<file path="config.mk">
export PLATFORM = sky130hd
export DESIGN_NAME = morse_tx_sequencer
export DESIGN_NICKNAME = d
export VERILOG_FILES = /design/src/rtl/morse_tx_sequencer.sv
export SDC_FILE = /design/constraint.sdc
export NUM_CORES = 1
export LEC_CHECK = 0
export CORE_ASPECT_RATIO = 0.5
export CORE_UTILIZATION = 27
export CTS_BUF_LIST = sky130_fd_sc_hd__clkbuf_8 sky130_fd_sc_hd__clkbuf_16
export DETAILED_ROUTE_END_ITERATION = 8
export PLACE_DENSITY_LB_ADDON = 0.12
export SLEW_MARGIN = 40
export SYNTH_ARGS = -nofsm -noshare
export SYNTH_HDL_FRONTEND = slang
export SYNTH_SLANG_ARGS = --single-unit
</file>
<file path="constraint.sdc">
create_clock -name clk -period 7.37 [get_ports clk]
set_clock_uncertainty 0.15 [all_clocks]
set_input_delay 1.8425 -clock clk [delete_from_list [all_inputs] [get_ports clk]]
set_output_delay 1.8425 -clock clk [all_outputs]
set_load 0.05 [all_outputs]
</file>
<file path="src/rtl/morse_tx_sequencer.sv">
// Morse letter sequencer: queues letters A-H and plays them as timed marks and gaps
// on a single light output, timed in prescaled ticks.
module morse_tx_sequencer #(
  parameter int unsigned TICK_CYCLES = 25000000,
  parameter int unsigned LETTER_GAP  = 3,
  parameter int unsigned FIFO_DEPTH  = 4
) (
  input  logic                         clk,
  input  logic                         reset_n,
  input  logic                         ld_ltr,
  input  logic [2:0]                   in_ltr,
  output logic                         light_on,
  output logic                         busy,
  output logic                         ltr_done,
  output logic                         fifo_full,
  output logic [$clog2(FIFO_DEPTH):0]  fifo_count,
  output logic                         overflow,
  output logic [2:0]                   curr_state
);

  localparam int unsigned PW = $clog2(FIFO_DEPTH);
  localparam int unsigned CW = PW + 1;
  localparam int unsigned TW = $clog2(TICK_CYCLES);

  typedef enum logic [2:0] {
    S_IDLE  = 3'd0,
    S_LOAD  = 3'd1,
    S_MARK  = 3'd2,
    S_SPACE = 3'd3,
    S_LGAP  = 3'd4
  } state_e;

  state_e          state_q, state_d;
  logic [TW-1:0]   tick_q, tick_d;
  logic [2:0]      dur_q, dur_d;
  logic [2:0]      sym_q, sym_d;
  logic [3:0]      pat_q, pat_d;
  logic [2:0]      ltr_q;
  logic [2:0]      mem_q [FIFO_DEPTH];
  logic [PW-1:0]   wr_ptr_q, rd_ptr_q;
  logic [CW-1:0]   count_q, count_d;
  logic            light_q, busy_q, done_q, full_q, ovf_q;

  logic            tick_c, expire_c, pop_c, push_c, drop_c, full_c;
  logic [6:0]      lut_c;

  // Code table: {length, pattern}; bit0 is the first symbol, 1 = dash.
  function automatic logic [6:0] code_lut(input logic [2:0] l);
    case (l)
      3'd0:    code_lut = {3'd2, 4'b0010};
      3'd1:    code_lut = {3'd4, 4'b0001};
      3'd2:    code_lut = {3'd4, 4'b0101};
      3'd3:    code_lut = {3'd3, 4'b0001};
      3'd4:    code_lut = {3'd1, 4'b0000};
      3'd5:    code_lut = {3'd4, 4'b0100};
      3'd6:    code_lut = {3'd3, 4'b0011};
      default: code_lut = {3'd4, 4'b0000};
    endcase
  endfunction

  assign tick_c   = (tick_q == TW'(TICK_CYCLES - 1));
  assign expire_c = tick_c && (dur_q == 3'd1);
  assign full_c   = (count_q == CW'(FIFO_DEPTH));
  assign pop_c    = (state_d == S_LOAD) && (state_q != S_LOAD);
  assign push_c   = ld_ltr && (!full_c || pop_c);
  assign drop_c   = ld_ltr && full_c && !pop_c;

  always_comb begin
    count_d = count_q;
    if (push_c && !pop_c)      count_d = count_q + CW'(1);
    else if (pop_c && !push_c) count_d = count_q - CW'(1);
  end

  // Next-state, tick and symbol bookkeeping
  always_comb begin
    state_d = state_q;
    tick_d  = tick_q;
    dur_d   = dur_q;
    sym_d   = sym_q;
    pat_d   = pat_q;
    lut_c   = code_lut(ltr_q);
    case (state_q)
      S_IDLE: begin
        tick_d = '0;
        if (count_q != '0) state_d = S_LOAD;
      end
      S_LOAD: begin
        tick_d  = '0;
        sym_d   = lut_c[6:4];
        pat_d   = lut_c[3:0];
        dur_d   = lut_c[0] ? 3'd3 : 3'd1;
        state_d = S_MARK;
      end
      S_MARK, S_SPACE, S_LGAP: begin
        if (expire_c) begin
          tick_d = '0;
          case (state_q)
            S_MARK: begin
              if (sym_q > 3'd1) begin
                state_d = S_SPACE;
                dur_d   = 3'd1;
              end else begin
                state_d = S_LGAP;
                dur_d   = 3'(LETTER_GAP);
              end
            end
            S_SPACE: begin
              pat_d   = pat_q >> 1;
              sym_d   = sym_q - 3'd1;
              dur_d   = pat_q[1] ? 3'd3 : 3'd1;
              state_d = S_MARK;
            end
            default: state_d = (count_q != '0) ? S_LOAD : S_IDLE;
          endcase
        end else if (tick_c) begin
          tick_d = '0;
          dur_d  = dur_q - 3'd1;
        end else begin
          tick_d = tick_q + TW'(1);
        end
      end
      default: begin
        state_d = S_IDLE;
        tick_d  = '0;
      end
    endcase
  end

  always_ff @(posedge clk or negedge reset_n) begin
    if (!reset_n) begin
      state_q  <= S_IDLE;
      tick_q   <= '0;
      dur_q    <= '0;
      sym_q    <= '0;
      pat_q    <= '0;
      ltr_q    <= '0;
      wr_ptr_q <= '0;
      rd_ptr_q <= '0;
      count_q  <= '0;
      light_q  <= 1'b0;
      busy_q   <= 1'b0;
      done_q   <= 1'b0;
      full_q   <= 1'b0;
      ovf_q    <= 1'b0;
    end else begin
      state_q  <= state_d;
      tick_q   <= tick_d;
      dur_q    <= dur_d;
      sym_q    <= sym_d;
      pat_q    <= pat_d;
      if (pop_c)  ltr_q    <= mem_q[rd_ptr_q];
      if (pop_c)  rd_ptr_q <= rd_ptr_q + PW'(1);
      if (push_c) wr_ptr_q <= wr_ptr_q + PW'(1);
      count_q  <= count_d;
      light_q  <= (state_d == S_MARK);
      busy_q   <= (state_d != S_IDLE);
      // Pulse lands on the final LGAP cycle: predicted one cycle ahead
      done_q   <= (state_d == S_LGAP) && (tick_d == TW'(TICK_CYCLES - 1)) && (dur_d == 3'd1);
      full_q   <= (count_d == CW'(FIFO_DEPTH));
      ovf_q    <= drop_c;
    end
  end

  always_ff @(posedge clk) begin
    if (push_c) mem_q[wr_ptr_q] <= in_ltr;
  end

  assign light_on   = light_q;
  assign busy       = busy_q;
  assign ltr_done   = done_q;
  assign fifo_full  = full_q;
  assign fifo_count = count_q;
  assign overflow   = ovf_q;
  assign curr_state = state_q;

endmodule

</file>
; Word level (Yosys, flattened, before mapping)
; Memory sizes are Yosys's and may differ from the RTL's. A register that Yosys moved wholly into a read port is not among the register bits.
; Cells that the tools add are included.
[totals]
in_bits = 6
romBits = 0
mem_count = 1
register_bits = 50
out_inout_bits = 11
latchBits = 0
ramBits = 12
[memory_table]
columns = memory, words, word_bits, read_ports, rd_clocked_by_memory_dff, wr, line_no
row1 = mem_q, 4, 3, 1, 1, 1, 39  ; logic [2:0] mem_q [FIFO_DEPTH];
[op_classes]
n_addsub = 7
bitwise = 0
eq_ne = 22
shifts = 0
mux = 27
reduce_logical = 21
n_mul = 0
div_mod_pow = 0
order_cmp = 1
[ops]
columns = cell, count
row1 = two-way mux 25 bit, 3
row2 = "== test 25 bit, second input constant", 2
row3 = case mux 7 bit (7 select lines), 1
row4 = two-way mux 3 bit, 9
row5 = "adder 25 x 1 -> 25 bit, second input constant", 1
row6 = case mux 3 bit (2 select lines), 4
row7 = "== test 3 bit, second input constant", 7
row8 = "== test 3 x 1 -> 1 bit, second input constant", 5
row9 = "== test 3 x 2 -> 1 bit, second input constant", 5
row10 = logical AND 1 bit, 9
row11 = case mux 3 bit (3 select lines), 1
row12 = "subtractor 3 x 1 -> 3 bit, second input constant", 3
row13 = two-way mux 4 bit, 2
row14 = case mux 4 bit (2 select lines), 1
row15 = zero test 3 bit, 2
row16 = two-way mux 2 bit, 3
row17 = nonzero test 3 bit, 2
row18 = "adder 2 x 1 -> 2 bit, second input constant", 2
row19 = zero test 1 bit, 4
row20 = "!= test 2 bit, second input constant", 2
row21 = "adder 3 x 1 -> 3 bit, second input constant", 1
row22 = "> comparator 3 x 1 -> 1 bit, second input constant", 1
row23 = two-way mux 1 bit, 3
row24 = "!= test 3 x 1 -> 1 bit, second input constant", 1
row25 = other kinds (4), 4

; Depth between registers and ports, before layout
; Gate-level depths: netlist of the first run.
[depth]
depth_word = 14
mapped_depth = 9
depth_no_buf = 9

; Worst setup path after synthesis of the first run
; Ideal clock, no wire load.
[synth_timing]
kind = input to register
from = input ld_ltr
to = register full_q (netlist: fifo_full)
t_arrival_ps = 2831
required_ps = 7095
path_stages = 5
n_path_buf = 1
setup_time_ps = 125
setup_slack_ps = 4263
cell_sequence = buf_1 and4b_1 a311oi_1 a21oi_2 nor3b_2
[synth_between]
elab_chain_cells = 6
elab_cells_between_ends = 7
[synth_lines]
columns = element, line_no
row1 = start: declaration, 10  ; input logic ld_ltr,
row2 = logical AND 1 bit *, 65  ; assign push_c = ld_ltr && (!full_c || pop_c);
row3 = zero test 1 bit, 71  ; else if (pop_c && !push_c) count_d = count_q - CW'(1);
row4 = logical AND 1 bit, 71
row5 = two-way mux 3 bit, 71
row6 = two-way mux 3 bit *, 70  ; if (push_c && !pop_c) count_d = count_q + CW'(1);
row7 = named net count_d[2], 41  ; logic [CW-1:0] count_q, count_d;
row8 = == test 3 bit *, 159  ; full_q <= (count_d == CW'(FIFO_DEPTH));
row9 = end signal: assignment, 159
row10 = end: declaration, 42  ; logic light_q, busy_q, done_q, full_q, ovf_q;
; Mark *: on every way through the listed nets, which the timed path passes. The rest lies on a longest branch.
; A chain may end at the register's enable or synchronous reset.

; Worst setup path after layout of the first run
[layout_timing]
from = register state_q[2] (netlist: curr_state[2])
to = output curr_state[2]
[layout_lines]
columns = element, line_no
row1 = start: declaration, 33  ; state_e state_q, state_d;
row2 = start signal: assignment, 146  ; state_q <= state_d;
row3 = end: declaration, 18  ; output logic [2:0] curr_state
; No word-level cell between the ends.

==> results of run 1 <==
through the flow:
step	utilization [%]	hold WS [ns]
2_1_floorplan	-	0.306
3_3_place_gp	31.1	0.341
3_5_place_dp	31.2	0.345
4_1_cts	33.6	0.361
5_1_grt	33.6	0.376
6_report	33.6	0.360
layout by cell type (no fill, tap or decap), types with 4 or more instances in the layout:
| master | count |
|---|---|
| a21oi_1 | 5 |
| a31oi_1 | 4 |
| and2_1 | 10 |
| and3_1 | 6 |
| clkbuf_16 | 9 |
| clkdlybuf4s50_1 | 15 |
| dfrtp_1 | 51 |
| edfxtp_1 | 12 |
| ha_1 | 12 |
| inv_1 | 13 |
| nand2_1 | 38 |
| nand2b_1 | 5 |
| nand3_1 | 13 |
| nand4_1 | 5 |
| nor2_1 | 36 |
| nor3_1 | 8 |
| nor4_1 | 5 |
| o21ai_0 | 6 |
| o21ai_1 | 5 |
| xnor2_1 | 13 |
| xor2_1 | 17 |
cell families (layout without fill, tap and decap cells):
logic type / after synthesis / in the layout / share of synthesized area (%)
AOI/OAI and AO/OA: 46 / 46 / 10.0
xor gates and xnor gates: 31 / 31 / 8.13
adders and majority gates: 12 / 12 / 4.37
buffers and inverters: 24 / 46 / 2.70
DFF: 63 / 63 / 47.7
muxes: 8 / 8 / 3.83
and+or+nand+nor: 151 / 151 / 23.3
per-layer routing:
metal / vias to the layer above / part of all wire (%) / GRT usage, %
met5: - / 0 / 0
met4: 0 / 0.79 / 3.40
met3: 8 / 2.9 / 3.74
met2: 20 / 49 / 21.9
met1: 1193 / 48 / 14.5
li1: 1218 / - / -
state kept, by name, indices dropped and copies added (netlist names):
name,count
light_on,1
busy,1
pat_q,2
fifo_full,1
ltr_done,1
tick_q,25
overflow,1
curr_state,3
wr_ptr_q,2
mem_q,12
fifo_count,3
sym_q,3
ltr_q,3
rd_ptr_q,2
dur_q,3
final timing paths:
check	from	endpoint	cells past startpoint
min in group asynchronous	reset_n	fifo_count[1]	2
worst max-delay path	curr_state[2]	curr_state[2]	1
max in group asynchronous	reset_n	tick_q[2]	2
worst min-delay path	pat_q[1]	pat_q[1]	2
worst max register to register	tick_q[6]	ltr_done	7
worst min register to register	pat_q[1]	pat_q[1]	2
power by group:
group	internal, mW	switching (mW)	total (mW)
logic	0.0656	0.104	0.170
clock network	0.258	0.155	0.413
registers	0.387	0.0205	0.408
area by class of cell:
| type | instances | area share, % |
|---|---|---|
| timing repair buffer | 17 | 4.00 |
| tap | 165 | 5.08 |
| sequential | 63 | 40.3 |
| clock inverter | 7 | 1.57 |
| inverter | 13 | 1.20 |
| multi-input combinational | 248 | 42.3 |
| clock buffer | 9 | 5.54 |
==> implementation parameters, run 1 <==
Parameter                              Value

Outcome
  Outcome ... finished, final reports clean

Detailed routing
  Vias per Instance ... 4.67
  Post-DRT Antenna Nets ... 0
  Routed length per instance ... 13.7 um
  DRC violation count after routing ... 0
  Routed WL ... 7130 um
  Routed vias ... 2439
  First-pass iteration count of the detailed router ... 4
  DRC violation total after the first TritonRoute iteration ... 122

Timing
  Transition time at the pin with the least slew margin ... 0.689 ns
  Final hold viol count ... 0
  Fmax ... 0.261 GHz
  Setup violators final ... 0
  Final Critical Period ... 3.83 ns
  Final Slew Violations ... 0
  Setup TNS Final ... 0 ns
  Share of the clock period used by the worst path after layout ... 52.0%
  Unrepaired setup endpoints after global routing ... no
  Final worst setup slack ... 3.54 ns
  Normalized max-slew margin ... 54.1%

GRT
  Maximum number of pins on one net before global-route repair ... 52
  GRT Util Overall ... 12.3%
  First-pass GRT wire length ... 12500 um
  Via count of the first global-routing pass ... 2515
  Overflow after GRT ... 0
  Number of antenna violations at the first check in global routing ... 0

Die
  Placement Rows ... 28
  Floorplan core area ... 12100 um2
  Vertical die dimension ... 81.7 um
  Effective utilization at floorplan ... 28.4%
  Chip width ... 161 um
  # IOs ... 17
  Area of the die ... 13200 um2

Clocking
  CTS tree ... done
  Longest Clk Path Bufs ... 2
  Number of clock buffers inserted by TritonCTS ... 9
  Clock-pin slew on the worst setup and hold paths ... 0.06 ns
  Clock Sinks ... 63
  CTS HTree Levels ... 3
  Post-CTS Hold Buffers ... 0
  Clock root buffer ... clkbuf_16
  Clock latency on the worst-skew pair ... 0.32 ns
  Resized Gates After CTS ... 0
  Count of buffers added by post-CTS timing repair for setup ... 0

Critical path
  Buffer and inverter count on the worst path ... 1
  Critical path class ... reg2out
  Nature of the critical path startpoint ... flip-flop
  Worst-path cell with the longest stage delay ... clkdlybuf4s50_1
  Required time of the critical path ... 5.38 ns
  Reg2reg setup slack ... 4.44 ns
  CP Data Arrival Time ... 1.84 ns
  Category of cells accounting for the largest share of critical-path delay ... buffers and inverters
  Worst stage delay on the critical path ... 0.89 ns
  Cell chain of the critical path ... clkdlybuf4s50_1
  Endpoint kind of the worst setup timing path ... primary output
  Max Fanout on Critical Path ... 13

Cells and area
  Inserted Diodes ... 0
  Number of filler instances in the final layout ... 1228
  Multi-input combinational cell area ... 1720 um2
  Nets ... 370
  Register area ... 1640 um2
  Share of final-layout standard cells stronger than drive strength 1 ... 10.9%
  Post-Layout Cell Count ... 522
  Layout overhead on the synthesized area ... 18.3%
  Final cell area excluding filler cells ... 4060 um2

Pwr
  Leakage component of the power ... 1.73 nW
  Power density over the cells ... 244 nW/um2
  Post-layout total power ... 0.991 mW
  Worst voltage drop across the vdd grid ... 0.148 mV

Yosys
  Most common library cells after synthesis ... 51 x dfrtp_1, 39 x nand2_1, 36 x nor2_1
  Cell area after technology mapping ... 3430 um2
  Fraction of synthesized cell area taken by the top area cell type ... 37.2%
  Number of distinct standard cells referenced by the synthesized netlist ... 64
  Yosys Warn Count ... 0
  Count of flip-flops with a built-in enable after synthesis ... 12
  Avg Cell Area, Syn ... 10.2 um2
  Proportion of synthesized chip area in sequential cells ... 47.7%
  Area contributors post-synth ... dfrtp_1 37%, edfxtp_1 10%, ha_1 4.4%
  Top FF cell, synth ... dfrtp_1
  Most repeated cell in the gate-level netlist after synthesis ... dfrtp_1
  Most area-hungry cell type in the Yosys netlist ... dfrtp_1
  Synthesized instance count ... 335
  Net Count, Synth ... 353
  Share of synthesized registers carrying an async set or reset ... 81.0%
  Register bit count reported by yosys ... 63

Flow run
  Maximum Capacitance Violations ... 0

Placement
  RePlAce Congestion ... 0.745
  Post-detail-place hpwl ... 5110 um
  DP Cell Count ... 506
  Number of buffers inserted by port buffering ... 16
  Worst setup timing slack at the placement stage ... 3.79 ns
  Placed Area ... 3770 um2

Hold path
  Worst hold path type ... reg2reg
Note: power is estimated with default switching activity, not from simulation.
==> run 2, diff against run 1 <==
==> constraint.sdc (replaced) <==
create_clock -name clk -period 3.3 [get_ports clk]
set_clock_uncertainty 0.15 [all_clocks]
set_input_delay 0.825 -clock clk [delete_from_list [all_inputs] [get_ports clk]]
set_output_delay 0.825 -clock clk [all_outputs]
set_load 0.05 [all_outputs]
==> run 2 against run 1 <==
Effect of this change:
- critical path depth grew 6
- via count grew 1.4%
- die area is the same
- global-route usage grew 0.51 points
- wire length grew 5.4%
- worst setup slack lost 3.1 ns
- critical endpoint is now ltr_done
- largest cell class unchanged
- largest power group is now sequential cells
==> implementation parameters, run 2 (same netlist as run 1, synthesis figures left out) <==
Parameter                              Value

Timing
  Fmax ... 0.345 GHz
  Final hold viol count ... 0 (unchanged)
  Transition time at the pin with the least slew margin ... 0.682 ns (was 0.689 ns)
  Final Slew Violations ... 0 (unchanged)
  Final Critical Period ... 2.90 ns
  Setup TNS Final ... 0 ns (unchanged)
  Share of the clock period used by the worst path after layout ... 87.8%
  Setup violators final ... 0 (unchanged)
  Unrepaired setup endpoints after global routing ... no (unchanged)
  Normalized max-slew margin ... 54.5% (was 54.1%)

GRT
  GRT busiest layer ... met2 (unchanged)
  Number of antenna violations at the first check in global routing ... 0 (unchanged)
  Met1 track utilization from global routing ... 16.0% (was 14.5%)
  GRT Util Overall ... 12.8% (was 12.3%)
  Maximum number of pins on one net before global-route repair ... 31 (was 52)
  GR met3 Demand/Resource ... 3.48% (was 3.74%)
  First-pass GRT wire length ... 13000 um (was 12500 um)
  Routing usage on met2 ... 21.4% (was 21.9%)
  Overflow after GRT ... 0 (unchanged)
  Via count of the first global-routing pass ... 2599 (was 2515)

Outcome
  Outcome ... finished, final reports clean (unchanged)

Hold path
  Worst hold path type ... reg2reg (unchanged)

Critical path
  Critical path class ... reg2reg (was reg2out)
  Endpoint kind of the worst setup timing path ... flip-flop (was primary output)
  Nature of the critical path startpoint ... flip-flop (unchanged)
  Required time of the critical path ... 3.36 ns (was 5.38 ns)
  Max Fanout on Critical Path ... 11 (was 13)
  CP Data Arrival Time ... 2.96 ns (was 1.84 ns)

Pwr
  Worst voltage drop across the vdd grid ... 0.294 mV (was 0.148 mV)
  Leakage component of the power ... 1.75 nW (was 1.73 nW)
  Power density over the cells ... 523 nW/um2 (was 244 nW/um2)
  Post-layout total power ... 2.12 mW (was 0.991 mW)

Die
  # IOs ... 17 (unchanged)
  Placement Rows ... 28 (unchanged)
  Vertical die dimension ... 81.7 um (unchanged)
  Effective utilization at floorplan ... 28.4% (unchanged)
  Floorplan core area ... 12100 um2 (unchanged)
  Chip width ... 161 um (unchanged)
  Area of the die ... 13200 um2 (unchanged)

Clocking
  Clock latency on the worst-skew pair ... 0.32 ns (about the same)
  Count of buffers added by post-CTS timing repair for setup ... 0 (unchanged)
  Clock Sinks ... 63 (unchanged)
  CTS HTree Levels ... 3 (unchanged)
  CTS tree ... done (unchanged)
  Number of clock buffers inserted by TritonCTS ... 9 (unchanged)
  Resized Gates After CTS ... 0 (unchanged)
  Longest Clk Path Bufs ... 2 (unchanged)
  Clock-pin slew on the worst setup and hold paths ... 0.05 ns (was 0.06 ns)
  Post-CTS Hold Buffers ... 0 (unchanged)
  Clock root buffer ... clkbuf_16 (unchanged)

Placement
  Post-detail-place hpwl ... 5530 um (was 5110 um)
  DP Cell Count ... 512 (was 506)
  RePlAce Congestion ... 0.767 (was 0.745)
  Placed Area ... 3800 um2 (was 3770 um2)
  Number of buffers inserted by port buffering ... 16 (unchanged)

Cells and area
  Most common cell after layout, fill and taps aside ... dfrtp_1 (unchanged)
  Post-Route Utilization ... 33.6% (about the same)
  Layout overhead on the synthesized area ... 18.3% (about the same)
  Max FFs per register ... 25 (unchanged)
  Inserted Diodes ... 0 (unchanged)
  Nets ... 376 (was 370)
  Final cell area excluding filler cells ... 4060 um2 (about the same)
  Register containing the most flip-flops in the final layout ... tick_q (unchanged)
  Post-Layout Cell Count ... 528 (was 522)
  Share of final-layout standard cells stronger than drive strength 1 ... 10.5% (was 10.9%)
  Most frequent cells in the layout ... 51 x dfrtp_1, 39 x nand2_1, 36 x nor2_1, 17 x xor2_1, 15 x clkdlybuf4s50_1 (was 51 x dfrtp_1, 38 x nand2_1, 36 x nor2_1, 17 x xor2_1, 15 x clkdlybuf4s50_1)
  Registers with the highest flip-flop counts ... tick_q x25, mem_q x12 (unchanged)

Detailed routing
  Vias per Instance ... 4.68 (was 4.67)
  First-pass iteration count of the detailed router ... 4 (unchanged)
  Routed length per instance ... 14.2 um (was 13.7 um)
  DRC violation total after the first TritonRoute iteration ... 89 (was 122)
  DRC violation count after routing ... 0 (unchanged)
  Routed vias ... 2472 (was 2439)
  Post-DRT Antenna Nets ... 0 (unchanged)
  Routed WL ... 7520 um (was 7130 um)

Flow run
  Maximum Capacitance Violations ... 0 (unchanged)
[run 2: cell count changes in the layout (fill, tap and decap cells not counted), sizes merged]
cell	previous run	this run
clkinv	4	5
bufinv	1	0
inv	13	14
clkinvlp	2	1
buf	2	8
[run 2: metal layers]
metal	vias up	routed length [um]
li1	1232	-
met1	1211	3730
met2	23	3560
met3	6	167
met4	0	64
met5	-	0
[run 2: critical path: stages (launching register included)]
cell	delay [ns]
dfrtp_1	0.41
or4_4	0.57
nor4_1	0.40
nand2_1	0.28
nand2_1	0.45
nor4_1	0.14
and4_1	0.21
and4_1	0.17
[run 2: through the flow]
stage / setup WS (ns) / hold WS [ns]
after floorplan: 0.713 / 0.306
after global placement: 0.327 / 0.337
after detailed placement: 0.337 / 0.344
after CTS: 0.328 / 0.353
after global routing: 0.0585 / 0.373
final: 0.402 / 0.350
[run 2: cell type report]
cell class              count  area [um2]
fillers                  1231        8030
well taps                 165         206
repair buffers             23         208
inverters                  13        48.8
flip-flops and latches     63        1640
multi-input cells         248        1700
clock inverters             7        31.3
clock buffers               9         225
[run 2: power breakdown]
part | internal (mW) | leakage (nW) | total, mW | switching (mW)
Combinational | 0.150 | 0.884 | 0.387 | 0.237
Sequential | 0.865 | 0.743 | 0.914 | 0.0487
Clock | 0.493 | 0.127 | 0.822 | 0.329
[run 2: final timing paths]
check	start	end	slack, ns	cells past startpoint
worst max-delay path	tick_q[6]	ltr_done	0.40	7
worst min-delay path	pat_q[1]	pat_q[1]	0.35	2
worst max register to register	tick_q[6]	ltr_done	0.40	7
worst min register to register	pat_q[1]	pat_q[1]	0.35	2
max in group asynchronous	reset_n	ltr_q[0]	1.94	2
min in group asynchronous	reset_n	fifo_count[0]	0.39	1
==> run 3, diff against run 2 <==
--- a/config.mk
+++ b/config.mk
@@ -6,7 +6,7 @@
 export NUM_CORES = 1
 export LEC_CHECK = 0
 export CORE_ASPECT_RATIO = 0.5
-export CORE_UTILIZATION = 27
+export CORE_UTILIZATION = 54
 export CTS_BUF_LIST = sky130_fd_sc_hd__clkbuf_8 sky130_fd_sc_hd__clkbuf_16
 export DETAILED_ROUTE_END_ITERATION = 8
 export PLACE_DENSITY_LB_ADDON = 0.12
==> run 3 against run 2 <==
Effect of this change:
- clock-buffer cell count did not move
- sequential cell count did not move
- sequential power barely moved
- maximum frequency rose by 2.7%
- core utilization rose by 32 points
- via count rose by 1.0%
- critical path type unchanged
- largest power group is now the clock network
- highest routed layer unchanged
==> implementation parameters, run 3 (same netlist as run 1, synthesis figures left out) <==
Parameter                              Value

Placement
  Post-detail-place hpwl ... 5020 um (was 5530 um)
  Number of buffers inserted by port buffering ... 16 (unchanged)
  RePlAce Congestion ... 0.832 (was 0.767)
  Placed Area ... 3700 um2 (was 3800 um2)

Cells and area
  Register containing the most flip-flops in the final layout ... tick_q (unchanged)
  Number of filler instances in the final layout ... 507 (was 1231)
  Final cell area excluding filler cells ... 4020 um2 (was 4060 um2)
  Max FFs per register ... 25 (unchanged)
  Post-Route Utilization ... 65.9% (was 33.6%)
  Layout overhead on the synthesized area ... 17.2% (was 18.3%)
  Registers with the highest flip-flop counts ... tick_q x25, mem_q x12 (unchanged)
  Share of final-layout standard cells stronger than drive strength 1 ... 11.3% (was 10.5%)
  Inserted Diodes ... 0 (unchanged)
  Most common cell after layout, fill and taps aside ... dfrtp_1 (unchanged)
  Nets ... 375 (was 376)
  Most frequent cells in the layout ... 51 x dfrtp_1, 39 x nand2_1, 36 x nor2_1, 17 x xor2_1, 15 x clkdlybuf4s50_1 (unchanged)

Clocking
  Clock Sinks ... 63 (unchanged)
  Clock latency on the worst-skew pair ... 0.32 ns (about the same)
  CTS tree ... done (unchanged)
  CTS HTree Levels ... 3 (unchanged)
  Post-CTS Hold Buffers ... 0 (unchanged)
  Longest Clk Path Bufs ... 2 (unchanged)
  Clock-pin slew on the worst setup and hold paths ... 0.06 ns (was 0.05 ns)
  Count of buffers added by post-CTS timing repair for setup ... 0 (unchanged)
  Resized Gates After CTS ... 0 (unchanged)
  Number of clock buffers inserted by TritonCTS ... 9 (unchanged)
  Clock root buffer ... clkbuf_16 (unchanged)

Timing
  Unrepaired setup endpoints after global routing ... no (unchanged)
  Share of the clock period used by the worst path after layout ... 85.5% (was 87.8%)
  Normalized max-slew margin ... 65.3% (was 54.5%)
  Setup TNS Final ... 0 ns (unchanged)
  Setup violators final ... 0 (unchanged)
  Final Slew Violations ... 0 (unchanged)
  Final Critical Period ... 2.82 ns (was 2.90 ns)
  Final hold viol count ... 0 (unchanged)
  Transition time at the pin with the least slew margin ... 0.516 ns (was 0.682 ns)
  Fmax ... 0.354 GHz (was 0.345 GHz)

GRT
  GRT Util Overall ... 23.6% (was 12.8%)
  Overflow after GRT ... 0 (unchanged)
  First-pass GRT wire length ... 11800 um (was 13000 um)
  Via count of the first global-routing pass ... 2460 (was 2599)
  Number of antenna violations at the first check in global routing ... 0 (unchanged)
  Maximum number of pins on one net before global-route repair ... 23 (was 31)

Critical path
  CP Data Arrival Time ... 2.70 ns (was 2.96 ns)
  Critical path class ... reg2reg (unchanged)
  Worst stage delay on the critical path ... 0.63 ns (was 0.57 ns)
  Cell chain of the critical path ... ha_1 -> nand3_1 -> or4_4 -> o21ai_4 -> nand2_4 -> a21boi_2 -> and2_1 (was or4_4 -> nor4_1 -> nand2_1 -> nand2_1 -> nor4_1 -> and4_1 -> and4_1)
  Worst-path cell with the longest stage delay ... or4_4 (unchanged)
  Nature of the critical path startpoint ... flip-flop (unchanged)
  Max Fanout on Critical Path ... 9 (was 11)
  Endpoint kind of the worst setup timing path ... flip-flop (unchanged)
  Required time of the critical path ... 3.18 ns (was 3.36 ns)

Detailed routing
  DRC violation count after routing ... 0 (unchanged)
  Vias per Instance ... 5.55 (was 4.68)
  DRC violation total after the first TritonRoute iteration ... 219 (was 89)
  Routed length per instance ... 15.3 um (was 14.2 um)
  First-pass iteration count of the detailed router ... 5 (was 4)
  Routed WL ... 6900 um (was 7520 um)
  Routed vias ... 2497 (was 2472)
  Post-DRT Antenna Nets ... 0 (unchanged)

Die
  Chip width ... 115 um (was 161 um)
  # IOs ... 17 (unchanged)
  Area of the die ... 6700 um2 (was 13200 um2)
  Effective utilization at floorplan ... 56.2% (was 28.4%)
  Placement Rows ... 20 (was 28)
  Vertical die dimension ... 58.4 um (was 81.7 um)
  Floorplan core area ... 6110 um2 (was 12100 um2)

Pwr
  Leakage component of the power ... 1.77 nW (was 1.75 nW)
  Post-layout total power ... 2.30 mW (was 2.12 mW)
  Power density over the cells ... 571 nW/um2 (was 523 nW/um2)
  Worst voltage drop across the vdd grid ... 0.488 mV (was 0.294 mV)

Outcome
  Outcome ... finished, final reports clean (unchanged)

Flow run
  Maximum Capacitance Violations ... 0 (unchanged)

Hold path
  Worst hold path type ... in2async (was reg2reg)
run 3: cell types whose count changed in the layout (fill, tap and decap cells not counted):
| cell | delta |
|---|---|
| buf_4 | -1 |
| clkinv_2 | -1 |
| inv_1 | -1 |
| clkinv_4 | +3 |
| clkinv_1 | -3 |
| bufinv_16 | +2 |
run 3: layer usage:
layer  wire length [um]  track usage (%)
met1               3210             30.5
met2               3390             39.8
met3                274             6.59
met4                 21             6.68
met5                  0                0
run 3: power breakdown:
| part | internal, mW | switching (mW) | total (mW) | leakage (nW) |
|---|---|---|---|---|
| sequential | 0.865 | 0.0462 | 0.911 | 0.743 |
| combinational | 0.152 | 0.235 | 0.387 | 0.878 |
| clock | 0.661 | 0.338 | 0.999 | 0.153 |
run 3: worst paths after layout:
check / startpoint / to / slack (ns) / cells past startpoint
worst max-delay path: tick_q[0] / mem_q[1][0] / 0.48 / 7
worst min-delay path: reset_n / tick_q[17] / 0.21 / 1
worst max register to register: tick_q[0] / mem_q[1][0] / 0.48 / 7
worst min register to register: pat_q[1] / pat_q[1] / 0.34 / 2
max in group asynchronous: reset_n / dur_q[0] / 2.21 / 2
min in group clk: pat_q[1] / pat_q[1] / 0.34 / 2
run 3: worst max-delay path: cells and delay by family (launching register included):
kind | cells | cell delay [ns]
AO/OA/AOI/OAI | 2 | 0.56
flip-flops | 1 | 0.42
AND/OR/NAND/NOR | 4 | 1.17
adder cells (fa/ha/maj) | 1 | 0.24
run 3: area by class of cell:
class / count / area (um2) / share of cell area (%)
sequential: 63 / 1640 / 40.7
inverter: 13 / 48.8 / 1.21
tap: 88 / 110 / 2.74
timing repair buffer: 22 / 200 / 4.98
multi-input combinational: 248 / 1700 / 42.4
clock buffer: 9 / 225 / 5.60
clock inverter: 7 / 97.6 / 2.43
run 3: stage by stage:
| stage | hold slack [ns] | std cells | worst slack (ns) |
|---|---|---|---|
| finish | 0.212 | 450 | 0.477 |
| global route | 0.229 | 450 | 0.300 |
| CTS | 0.219 | 450 | 0.474 |
| detailed placement | 0.330 | 434 | 0.511 |
| global placement | 0.329 | 434 | 0.548 |
| floorplan | 0.306 | 335 | 0.713 |
